## config.mk

```make
export PLATFORM = sky130hd
export DESIGN_NAME = alu_exec_unit
export DESIGN_NICKNAME = d
export VERILOG_FILES = /design/src/rtl/alu_exec_unit_pkg.sv /design/src/rtl/alu_compute.sv /design/src/rtl/alu_exec_unit.sv
export SDC_FILE = /design/constraint.sdc
export NUM_CORES = 1
export LEC_CHECK = 0
export CAP_MARGIN = 20
export CELL_PAD_IN_SITES_DETAIL_PLACEMENT = 2
export CELL_PAD_IN_SITES_GLOBAL_PLACEMENT = 2
export CORE_MARGIN = 4
export CORE_UTILIZATION = 36
export CTS_CLUSTER_SIZE = 16
export DETAILED_ROUTE_END_ITERATION = 8
export GPL_TIMING_DRIVEN = 1
export PLACE_DENSITY = 0.93
export SKIP_CTS_REPAIR_TIMING = 1
export SYNTH_ARGS = -nofsm -noshare
export SYNTH_HDL_FRONTEND = slang
export SYNTH_SLANG_ARGS = --single-unit
```

## constraint.sdc

```tcl
create_clock -name clk -period 9.15 [get_ports clk]
set_input_delay 1.83 -clock clk [delete_from_list [all_inputs] [get_ports clk]]
set_output_delay 1.83 -clock clk [all_outputs]
set_load 0.01 [all_outputs]
```

## src/rtl/alu_exec_unit_pkg.sv

```systemverilog
// rtl/alu_exec_unit_pkg.sv - shared constants, op codes and result record for the integer execution unit
//
// Holds the word width, ROB tag width, issue op-code encoding and the packed
// record that travels down the ALU result pipeline.
package alu_exec_unit_pkg;

  localparam int XLEN     = 32;
  localparam int ROB_ID_W = 5;
  localparam int OP_W     = 7;

  // Codes 11..18 belong to the load/store buffer and never reach the ALU result path.
  typedef enum logic [OP_W-1:0] {
    OP_NOP   = 7'd0,
    OP_LUI   = 7'd1,
    OP_AUIPC = 7'd2,
    OP_JAL   = 7'd3,
    OP_JALR  = 7'd4,
    OP_BEQ   = 7'd5,
    OP_BNE   = 7'd6,
    OP_BLT   = 7'd7,
    OP_BGE   = 7'd8,
    OP_BLTU  = 7'd9,
    OP_BGEU  = 7'd10,
    OP_ADDI  = 7'd19,
    OP_SLTI  = 7'd20,
    OP_SLTIU = 7'd21,
    OP_XORI  = 7'd22,
    OP_ORI   = 7'd23,
    OP_ANDI  = 7'd24,
    OP_SLLI  = 7'd25,
    OP_SRLI  = 7'd26,
    OP_SRAI  = 7'd27,
    OP_ADD   = 7'd28,
    OP_SUB   = 7'd29,
    OP_SLL   = 7'd30,
    OP_SLT   = 7'd31,
    OP_SLTU  = 7'd32,
    OP_XOR   = 7'd33,
    OP_SRL   = 7'd34,
    OP_SRA   = 7'd35,
    OP_OR    = 7'd36,
    OP_AND   = 7'd37
  } alu_op_e;

  typedef struct packed {
    logic                valid;
    logic [XLEN-1:0]     res;
    logic [ROB_ID_W-1:0] rob_id;
    logic                is_br;
    logic                taken;
    logic [XLEN-1:0]     next_pc;
  } alu_result_t;

endpackage

```

## src/rtl/alu_compute.sv

```systemverilog
// rtl/alu_compute.sv - combinational RV32I result and branch/jump resolution
//
// Ports:
//   op      in  7   issued op code
//   vi, vj  in  32  rs1 / rs2 operand values
//   imm     in  32  sign-extended immediate
//   pc      in  32  instruction pc
//   res     out 32  integer result (0 for branches and invalid codes)
//   taken   out 1   control transfer taken
//   next_pc out 32  resolved next pc (pc+4 for non-control ops, 0 when invalid)
//   is_br   out 1   op is JAL/JALR/Bxx
//   valid   out 1   op produces a broadcast
module alu_compute
  import alu_exec_unit_pkg::*;
(
  input  logic [OP_W-1:0] op,
  input  logic [XLEN-1:0] vi,
  input  logic [XLEN-1:0] vj,
  input  logic [XLEN-1:0] imm,
  input  logic [XLEN-1:0] pc,
  output logic [XLEN-1:0] res,
  output logic            taken,
  output logic [XLEN-1:0] next_pc,
  output logic            is_br,
  output logic            valid
);

  logic [XLEN-1:0] pc_plus4;
  logic [XLEN-1:0] pc_plus_imm;
  logic [4:0]      shamt_i;
  logic [4:0]      shamt_r;
  logic            br_cond;

  assign pc_plus4    = pc + 32'd4;
  assign pc_plus_imm = pc + imm;
  assign shamt_i     = imm[4:0];
  assign shamt_r     = vj[4:0];

  always_comb begin
    br_cond = 1'b0;
    case (op)
      OP_BEQ:  br_cond = (vi == vj);
      OP_BNE:  br_cond = (vi != vj);
      OP_BLT:  br_cond = ($signed(vi) <  $signed(vj));
      OP_BGE:  br_cond = ($signed(vi) >= $signed(vj));
      OP_BLTU: br_cond = (vi <  vj);
      OP_BGEU: br_cond = (vi >= vj);
      default: br_cond = 1'b0;
    endcase
  end

  always_comb begin
    res     = '0;
    taken   = 1'b0;
    next_pc = pc_plus4;
    is_br   = 1'b0;
    valid   = 1'b1;
    case (op)
      OP_LUI:   res = imm;
      OP_AUIPC: res = pc_plus_imm;
      OP_JAL: begin
        res     = pc_plus4;
        next_pc = pc_plus_imm;
        taken   = 1'b1;
        is_br   = 1'b1;
      end
      OP_JALR: begin
        res     = pc_plus4;
        next_pc = (vi + imm) & ~32'd1;
        taken   = 1'b1;
        is_br   = 1'b1;
      end
      OP_BEQ, OP_BNE, OP_BLT, OP_BGE, OP_BLTU, OP_BGEU: begin
        is_br   = 1'b1;
        taken   = br_cond;
        next_pc = br_cond ? pc_plus_imm : pc_plus4;
      end
      OP_ADDI:  res = vi + imm;
      OP_SLTI:  res = {31'd0, $signed(vi) < $signed(imm)};
      OP_SLTIU: res = {31'd0, vi < imm};
      OP_XORI:  res = vi ^ imm;
      OP_ORI:   res = vi | imm;
      OP_ANDI:  res = vi & imm;
      OP_SLLI:  res = vi << shamt_i;
      OP_SRLI:  res = vi >> shamt_i;
      OP_SRAI:  res = 32'($signed(vi) >>> shamt_i);
      OP_ADD:   res = vi + vj;
      OP_SUB:   res = vi - vj;
      OP_SLL:   res = vi << shamt_r;
      OP_SLT:   res = {31'd0, $signed(vi) < $signed(vj)};
      OP_SLTU:  res = {31'd0, vi < vj};
      OP_XOR:   res = vi ^ vj;
      OP_SRL:   res = vi >> shamt_r;
      OP_SRA:   res = 32'($signed(vi) >>> shamt_r);
      OP_OR:    res = vi | vj;
      OP_AND:   res = vi & vj;
      default: begin
        // NOP, memory ops and unused codes: everything reads as zero.
        valid   = 1'b0;
        next_pc = '0;
      end
    endcase
  end

endmodule

```

## src/rtl/alu_exec_unit.sv

```systemverilog
// rtl/alu_exec_unit.sv - pipelined integer execution unit with registered result broadcast
//
// Parameter LATENCY: 1 = compute feeds the output register directly,
//                    2 = one extra stage register before the output register.
// Optional macro ALU_PERF_CNT_EN adds perf_ops / perf_br_taken counters.
//
// Ports:
//   clk, rst        clock, synchronous active-high reset
//   rdy             global enable; low freezes every register
//   flush           misprediction flush; clears all stages, drops the current input
//   in_op/in_vi/in_vj/in_imm/in_rob_id/in_pc   issued micro-op
//   out_valid/out_res/out_rob_id               result broadcast (zeros when not valid)
//   out_is_br/out_taken/out_next_pc            control-transfer resolution
//   perf_ops/perf_br_taken                     (ALU_PERF_CNT_EN only) broadcast and taken-branch counts
module alu_exec_unit
  import alu_exec_unit_pkg::*;
#(
  parameter int LATENCY = 1
) (
  input  logic                clk,
  input  logic                rst,
  input  logic                rdy,
  input  logic                flush,
  input  logic [OP_W-1:0]     in_op,
  input  logic [XLEN-1:0]     in_vi,
  input  logic [XLEN-1:0]     in_vj,
  input  logic [XLEN-1:0]     in_imm,
  input  logic [ROB_ID_W-1:0] in_rob_id,
  input  logic [XLEN-1:0]     in_pc,
  output logic                out_valid,
  output logic [XLEN-1:0]     out_res,
  output logic [ROB_ID_W-1:0] out_rob_id,
  output logic                out_is_br,
  output logic                out_taken,
  output logic [XLEN-1:0]     out_next_pc
`ifdef ALU_PERF_CNT_EN
  ,
  output logic [31:0]         perf_ops,
  output logic [31:0]         perf_br_taken
`endif
);

  alu_result_t comp;
  alu_result_t stage_d;
  alu_result_t out_q;

  logic [XLEN-1:0] c_res;
  logic            c_taken;
  logic [XLEN-1:0] c_next_pc;
  logic            c_is_br;
  logic            c_valid;

  alu_compute u_compute (
    .op      (in_op),
    .vi      (in_vi),
    .vj      (in_vj),
    .imm     (in_imm),
    .pc      (in_pc),
    .res     (c_res),
    .taken   (c_taken),
    .next_pc (c_next_pc),
    .is_br   (c_is_br),
    .valid   (c_valid)
  );

  // The tag is masked so an invalid slot carries no stale ROB id.
  assign comp.valid   = c_valid;
  assign comp.res     = c_res;
  assign comp.rob_id  = c_valid ? in_rob_id : '0;
  assign comp.is_br   = c_is_br;
  assign comp.taken   = c_taken;
  assign comp.next_pc = c_next_pc;

  generate
    if (LATENCY == 2) begin : g_lat2
      alu_result_t s1_q;
      always_ff @(posedge clk) begin
        if (rst || flush) begin
          s1_q <= '0;
        end else if (rdy) begin
          s1_q <= comp;
        end
      end
      assign stage_d = s1_q;
    end else begin : g_lat1
      assign stage_d = comp;
    end
  endgenerate

  always_ff @(posedge clk) begin
    if (rst || flush) begin
      out_q <= '0;
    end else if (rdy) begin
      out_q <= stage_d;
    end
  end

  assign out_valid   = out_q.valid;
  assign out_res     = out_q.res;
  assign out_rob_id  = out_q.rob_id;
  assign out_is_br   = out_q.is_br;
  assign out_taken   = out_q.taken;
  assign out_next_pc = out_q.next_pc;

`ifdef ALU_PERF_CNT_EN
  // Counted at the moment a valid result is loaded into the output register,
  // so a pulse held across a rdy-low stretch is counted once.
  always_ff @(posedge clk) begin
    if (rst) begin
      perf_ops      <= '0;
      perf_br_taken <= '0;
    end else if (rdy && !flush && stage_d.valid) begin
      perf_ops <= perf_ops + 32'd1;
      if (stage_d.is_br && stage_d.taken) begin
        perf_br_taken <= perf_br_taken + 32'd1;
      end
    end
  end
`endif

endmodule

```

[Word-level counts from Yosys, hierarchy flattened]
Index checks and enable logic that the tools add are counted.
Storage, ports and cells
  register bits: 72
  latch bits: 0
  RAM bits: 0
  memory bits (read-only): 0
  output and inout port bits: 72
  logic and storage cells: 74
  memories: 0
Operators by class
  add/subtract/negate cells: 5
  $mul: 0
  div/mod/pow operators: 0
  order comparisons: 6
  equal/unequal tests: 31
  shifts and indexed selects: 6
  mux-type cells: 8
  bitwise logic cells: 6
  reductions and logical operators: 6
Operators with widths (count)
  one-hot mux 32 bit (22 select lines): 1
  < comparator 32 bit: 4
  one-hot mux 32 bit (4 select lines): 1
  adder 32 bit: 3
  == test 7 x 5 -> 1 bit (second input constant): 13
  bitwise AND 32 bit: 2
  >= comparator 32 bit: 2
  OR 32 bit: 2
  left shift 32 x 5 -> 32 bit: 2
  right shift 32 x 5 -> 32 bit: 2
  >>> shifter 32 x 5 -> 32 bit: 2
  bitwise XOR 32 bit: 2
  == test 7 x 6 -> 1 bit (second input constant): 6
  adder 32 x 3 -> 32 bit (second input constant): 1
  == test 32 bit: 1
  2-to-1 mux 32 bit: 1
  inequality test 32 bit: 1
  subtractor 32 bit: 1
  OR reduction 29 bit: 1
  == test 7 x 3 -> 1 bit (second input constant): 4
  == test 7 x 4 -> 1 bit (second input constant): 3
  OR reduction 21 bit: 1
  == test 7 x 2 -> 1 bit (second input constant): 2
  OR reduction 8 bit: 1
  8 further kinds: 9

[Logic depth before layout (Yosys ltp)]
  depth in word-level cells: 4
  gate-level depth with buffers: 15
  mapped depth without buffers: 13

[Modules after synthesis]
From an unflattened synthesis, not the netlist that was laid out.
Unflattened totals
  cells, all modules: 2904
  area, all modules: 20502.2 um^2
Modules (own cells, without submodules)
  alu_compute: instances 1, cells an instance 2665, area each 17883.4 um^2
  alu_exec_unit: instances 1, cells an instance 239, area each 2618.8 um^2

[Worst setup path before layout]
No wires, ideal clock.
  kind: input -> register
  start: input port in_vi[1]
  end: register out_q (netlist bit out_next_pc[0])
  library setup time: 128 ps
  arrival time: 4750 ps
  path slack: 4272 ps
  stages on the path: 14
  buffers on the path: 2
  cell sequence: clkbuf_1 > inv_1 > fa_1 > nor2b_1 > o31a_1 > o22a_1 > a211o_1 > o21ai_0 > a2111o_1 > and3_1 > buf_2 > a22o_1 > a22oi_1 > nor2_1
On the way
  longest elaborated chain between the ends: 4
  elaborated cells on any way between the ends: 9
  classes of those cells: 4 x order compare; 2 x eq/ne; 3 x mux
Ends and longest elaborated chain
  from (decl): RTL line alu_exec_unit.sv:25  | input logic [XLEN-1:0] in_vi,
  >= comparator 32 bit, or another cell as far along: RTL line alu_compute.sv:47  | OP_BGEU: br_cond = (vi >= vj);
  one-hot mux 1 bit (6 select lines) *: RTL line alu_compute.sv:41  | case (op)
  2-to-1 mux 32 bit *: RTL line alu_compute.sv:76  | next_pc = br_cond ? pc_plus_imm : pc_plus4;
  one-hot mux 32 bit (4 select lines) *: RTL line alu_compute.sv:58  | case (op)
  to (signal assigned): RTL line alu_exec_unit.sv:94  | out_q <= stage_d;
  to (decl): RTL line alu_exec_unit.sv:45  | alu_result_t out_q;
Mark *: on every way between the ends. The rest lies on a longest branch, timed or not.
A chain may end at the register's enable or synchronous reset.

[Worst setup path in the final report]
  start: input port in_vi[0]
  end: register out_q (netlist bit out_next_pc[2])
On the way
  longest elaborated chain between the ends: 4
  elaborated cells on any way between the ends: 10
  classes of those cells: 1 x add/sub; 4 x order compare; 2 x eq/ne; 3 x mux
Ends and longest elaborated chain (RTL line)
  >= comparator 32 bit, or another cell as far along: alu_compute.sv:47
  one-hot mux 1 bit (6 select lines): alu_compute.sv:41
  2-to-1 mux 32 bit: alu_compute.sv:76
  one-hot mux 32 bit (4 select lines) *: alu_compute.sv:58
Marked as above.

==> metrics.md <==
| Metric | Value |
|---|---|
| Compound-cell area share of the yosys netlist | `33.2%` |
| Via density | `7.56` |
| WL final | `168 mm` |
| Final hold violations | `0` |
| Post-Synth Simple-Gate Area | `23.6%` |
| Pin slew with the least headroom to its limit | `1300 ps` |
| Vias in the first global route | `29.9k` |
| Largest family of logic cells by synthesized area | `compound AO/OA/AOI/OAI gates` |
| Initial Utilization | `36.5%` |
| Register-to-Register Path Depth | `7` |
| Setup repair after global routing missed its margin | `false` |
| Worst setup SP type | `input port` |
| Biggest area consumer among synthesized cells | `mux2i_1` |
| Cell Rows | `88` |
| Setup_tns | `0 ps` |
| DR vias | `29.7k` |
| Final Wtd Congestion | `1.10` |
| Hold path start | `out_next_pc[21]` |
| Hold path endpoint | `out_next_pc[21]` |
| Layout area overhead | `15.7%` |
| Reg clk slew, reported paths | `70 ps` |
| Core ar. | `57900 um2` |
| Drt wl/cell | `42.9 um` |
| Post-Synth Adder-Cell Area | `9.73%` |
| Slew Viols, Final | `0` |
| Cell count of the worst hold path | `2` |
| YS warnings | `0` |
| Mux cell area share after synthesis | `13.7%` |
| Worst skew pair latency | `400 ps` |
| Drt first pass iters | `6` |
| Root Buffer | `clkbuf_16` |
| Synth async-reset ratio | `0%` |
| CTS H-tree depth | `3` |
| Crit path DAT | `7370 ps` |
| Reg2Reg Capture Point | `out_res[24]` |
| I/O pins | `216` |
| Initial antenna violation count | `12` |
| Max rail drop VDD | `104 uV` |
| Gr usage total | `50.8%` |
| Die width | `250 um` |
| Post-synth EDFFs | `0` |
| Fmax | `0.140 GHz` |
| MaxCap Viol Count | `0` |
| CTS max path bufs | `2` |
| Setup CP Type | `in -> reg` |
| Fill count | `6827` |
| Nets@finish | `3454` |
| CTS tree | `yes` |
| Post-synth top area share | `10.1%` |
| Crit end category | `register` |
| Seq/Total Area, Yosys | `6.82%` |
| Total Power | `2.27 mW` |
| Critical Path Source | `in_vi[0]` |
| Syn Std Cell Area | `21100 um2` |
| Slew HR | `13.0%` |
| Yosys cell types | `107` |
| Worst setup margin | `2020 ps` |
| Global-route wire length before repair | `231 mm` |
| Core Util, Final | `42.2%` |
| Most frequent cell after synthesis | `nand2_1` |
| Drt initial violations | `4617` |
| Dpl hpwl | `129 mm` |
| Post-route DRC | `0` |
| Setup Skew | `0 ps` |
| TritonCTS Sinks | `72` |
| Share of layout cells above drive strength 1 | `7.55%` |
| Syn_nets | `3371` |
| Reg-to-reg critical path startpoint | `out_res[24]` |
| Final setup viols | `0` |
| Die Area | `62700 um2` |
| Routed Antenna Nets | `0` |
| Main synth FF type | `dfxtp_1` |
| Pre-CTS WS | `1980 ps` |
| Hold WC Path Type | `reg -> reg` |
| Min Clock Period, post-route | `7130 ps` |
| Global route total overflow | `0` |
| Leakage Power | `9.65 nW` |
| Die Span Y | `250 um` |
| PD cells | `92.8 nW/um2` |
| Syn Area/Cell | `6.90 um2` |
| Synthesized instance count | `3065` |
| CP required | `9380 ps` |
| Largest net degree at the start of global routing | `40` |
| Status | `finished, final reports clean` |
| Top cells by area, synth | `mux2i_1 (10%), ha_1 (9.3%), dfxtp_1 (6.8%)` |
| Top cells by count, synth | `nand2_1 (343), a21oi_1 (260), nor2_1 (234)` |
| Buffers on Ports | `215` |
| Hold Slack | `487 ps` |
| Reg-to-reg slack, setup | `6160 ps` |
| Period utilisation layout | `77.9%` |
| Crit Path Max Fanout | `16` |
| Post-synthesis xor/xnor area fraction | `5.22%` |
| Synth Register Bits | `72` |
| TritonCTS Buffers | `9` |
==> registers in the layout, indices dropped and copies added, names as in the netlist <==
| register | count |
|---|---|
| out_is_br | 1 |
| out_next_pc | 32 |
| out_res | 32 |
| out_rob_id | 5 |
| out_taken | 1 |
| out_valid | 1 |
==> worst max-delay path, stage by stage <==
cell and delay, ps:
clkdlybuf4s50_1 940, inv_1 320, ha_1 310, fa_1 440, nor2b_1 180, o31a_1 190
o22a_1 370, a211o_1 490, a211oi_1 230, a21oi_1 370, nand3_2 710, buf_4 470
a211oi_1 360, a211oi_1 130
==> stage by stage <==
step,instance area (um2),cells
2_1_floorplan,21100,3065
3_3_place_gp,24100,3898
3_5_place_dp,24100,3898
4_1_cts,24400,3914
5_1_grt,24400,3918
6_report,24500,3925
==> layout make-up <==
class / instances / area (um2) / share of cell area (%)
Clock buffer: 10 / 239 / 0.977
Antenna cell: 7 / 17.5 / 0.0716
Sequential cell: 72 / 1440 / 5.89
Inverter: 134 / 503 / 2.06
Timing Repair Buffer: 325 / 3000 / 12.3
Multi-Input combinational cell: 2606 / 18200 / 74.5
Clock inverter: 6 / 90.1 / 0.368
Tap cell: 765 / 957 / 3.91
==> layer usage <==
metal | global-route usage, % | routed length, um | vias up
li1 | - | - | 11700
met1 | 60.6 | 61000 | 14800
met2 | 75.5 | 69100 | 2369
met3 | 14.4 | 19800 | 782
met4 | 42.1 | 18400 | 12
met5 | 0 | 66 | -
==> worst max path at each step <==
stage / endpoint / slack, ps / cells past startpoint
after CTS: out_next_pc[2] / 2310 / 14
after detailed placement: out_next_pc[21] / 1980 / 13
after floorplan: out_next_pc[0] / 4270 / 14
final: out_next_pc[2] / 2020 / 14
after global routing: out_next_pc[2] / 2060 / 14
after global placement: out_next_pc[21] / 2050 / 12
==> cell usage in the layout, fill, tap and decap left out, types with 25 or more instances in the layout <==
master / Yosys / routed
a211oi_1: 47 / 46
a21o_1: 31 / 31
a21oi_1: 260 / 259
a221o_1: 39 / 39
a221oi_1: 56 / 56
a22oi_1: 32 / 32
a31oi_1: 35 / 34
buf_4: 11 / 106
clkdlybuf4s50_1: 0 / 214
dfxtp_1: 72 / 72
ha_1: 158 / 158
inv_1: 131 / 131
mux2_2: 25 / 25
mux2i_1: 213 / 212
nand2_1: 343 / 342
nand2b_1: 46 / 46
nand3_1: 97 / 97
nand4_1: 46 / 46
nor2_1: 234 / 227
nor2b_1: 56 / 56
nor3_1: 75 / 71
nor4_1: 27 / 26
o211ai_1: 27 / 27
o21a_1: 25 / 25
o21ai_0: 153 / 152
o21bai_1: 30 / 30
o221ai_1: 31 / 31
o22ai_1: 27 / 27
o31ai_1: 31 / 30
xnor2_1: 82 / 82
xor2_1: 44 / 44
==> power breakdown <==
group	internal (mW)	switching, mW
sequential	0.315	0.00252
combinational	0.456	1.05
clock	0.248	0.203
total	1.02	1.25
==> logic make-up after synthesis <==
logic type,Yosys count
buffers and inverters,387
and+or+nand+nor,1039
adders and majority gates,162
muxes,261
DFF,72
AOI/OAI and AO/OA,1018
xor gates and xnor gates,126
Power figures use the tool's default switching activity.
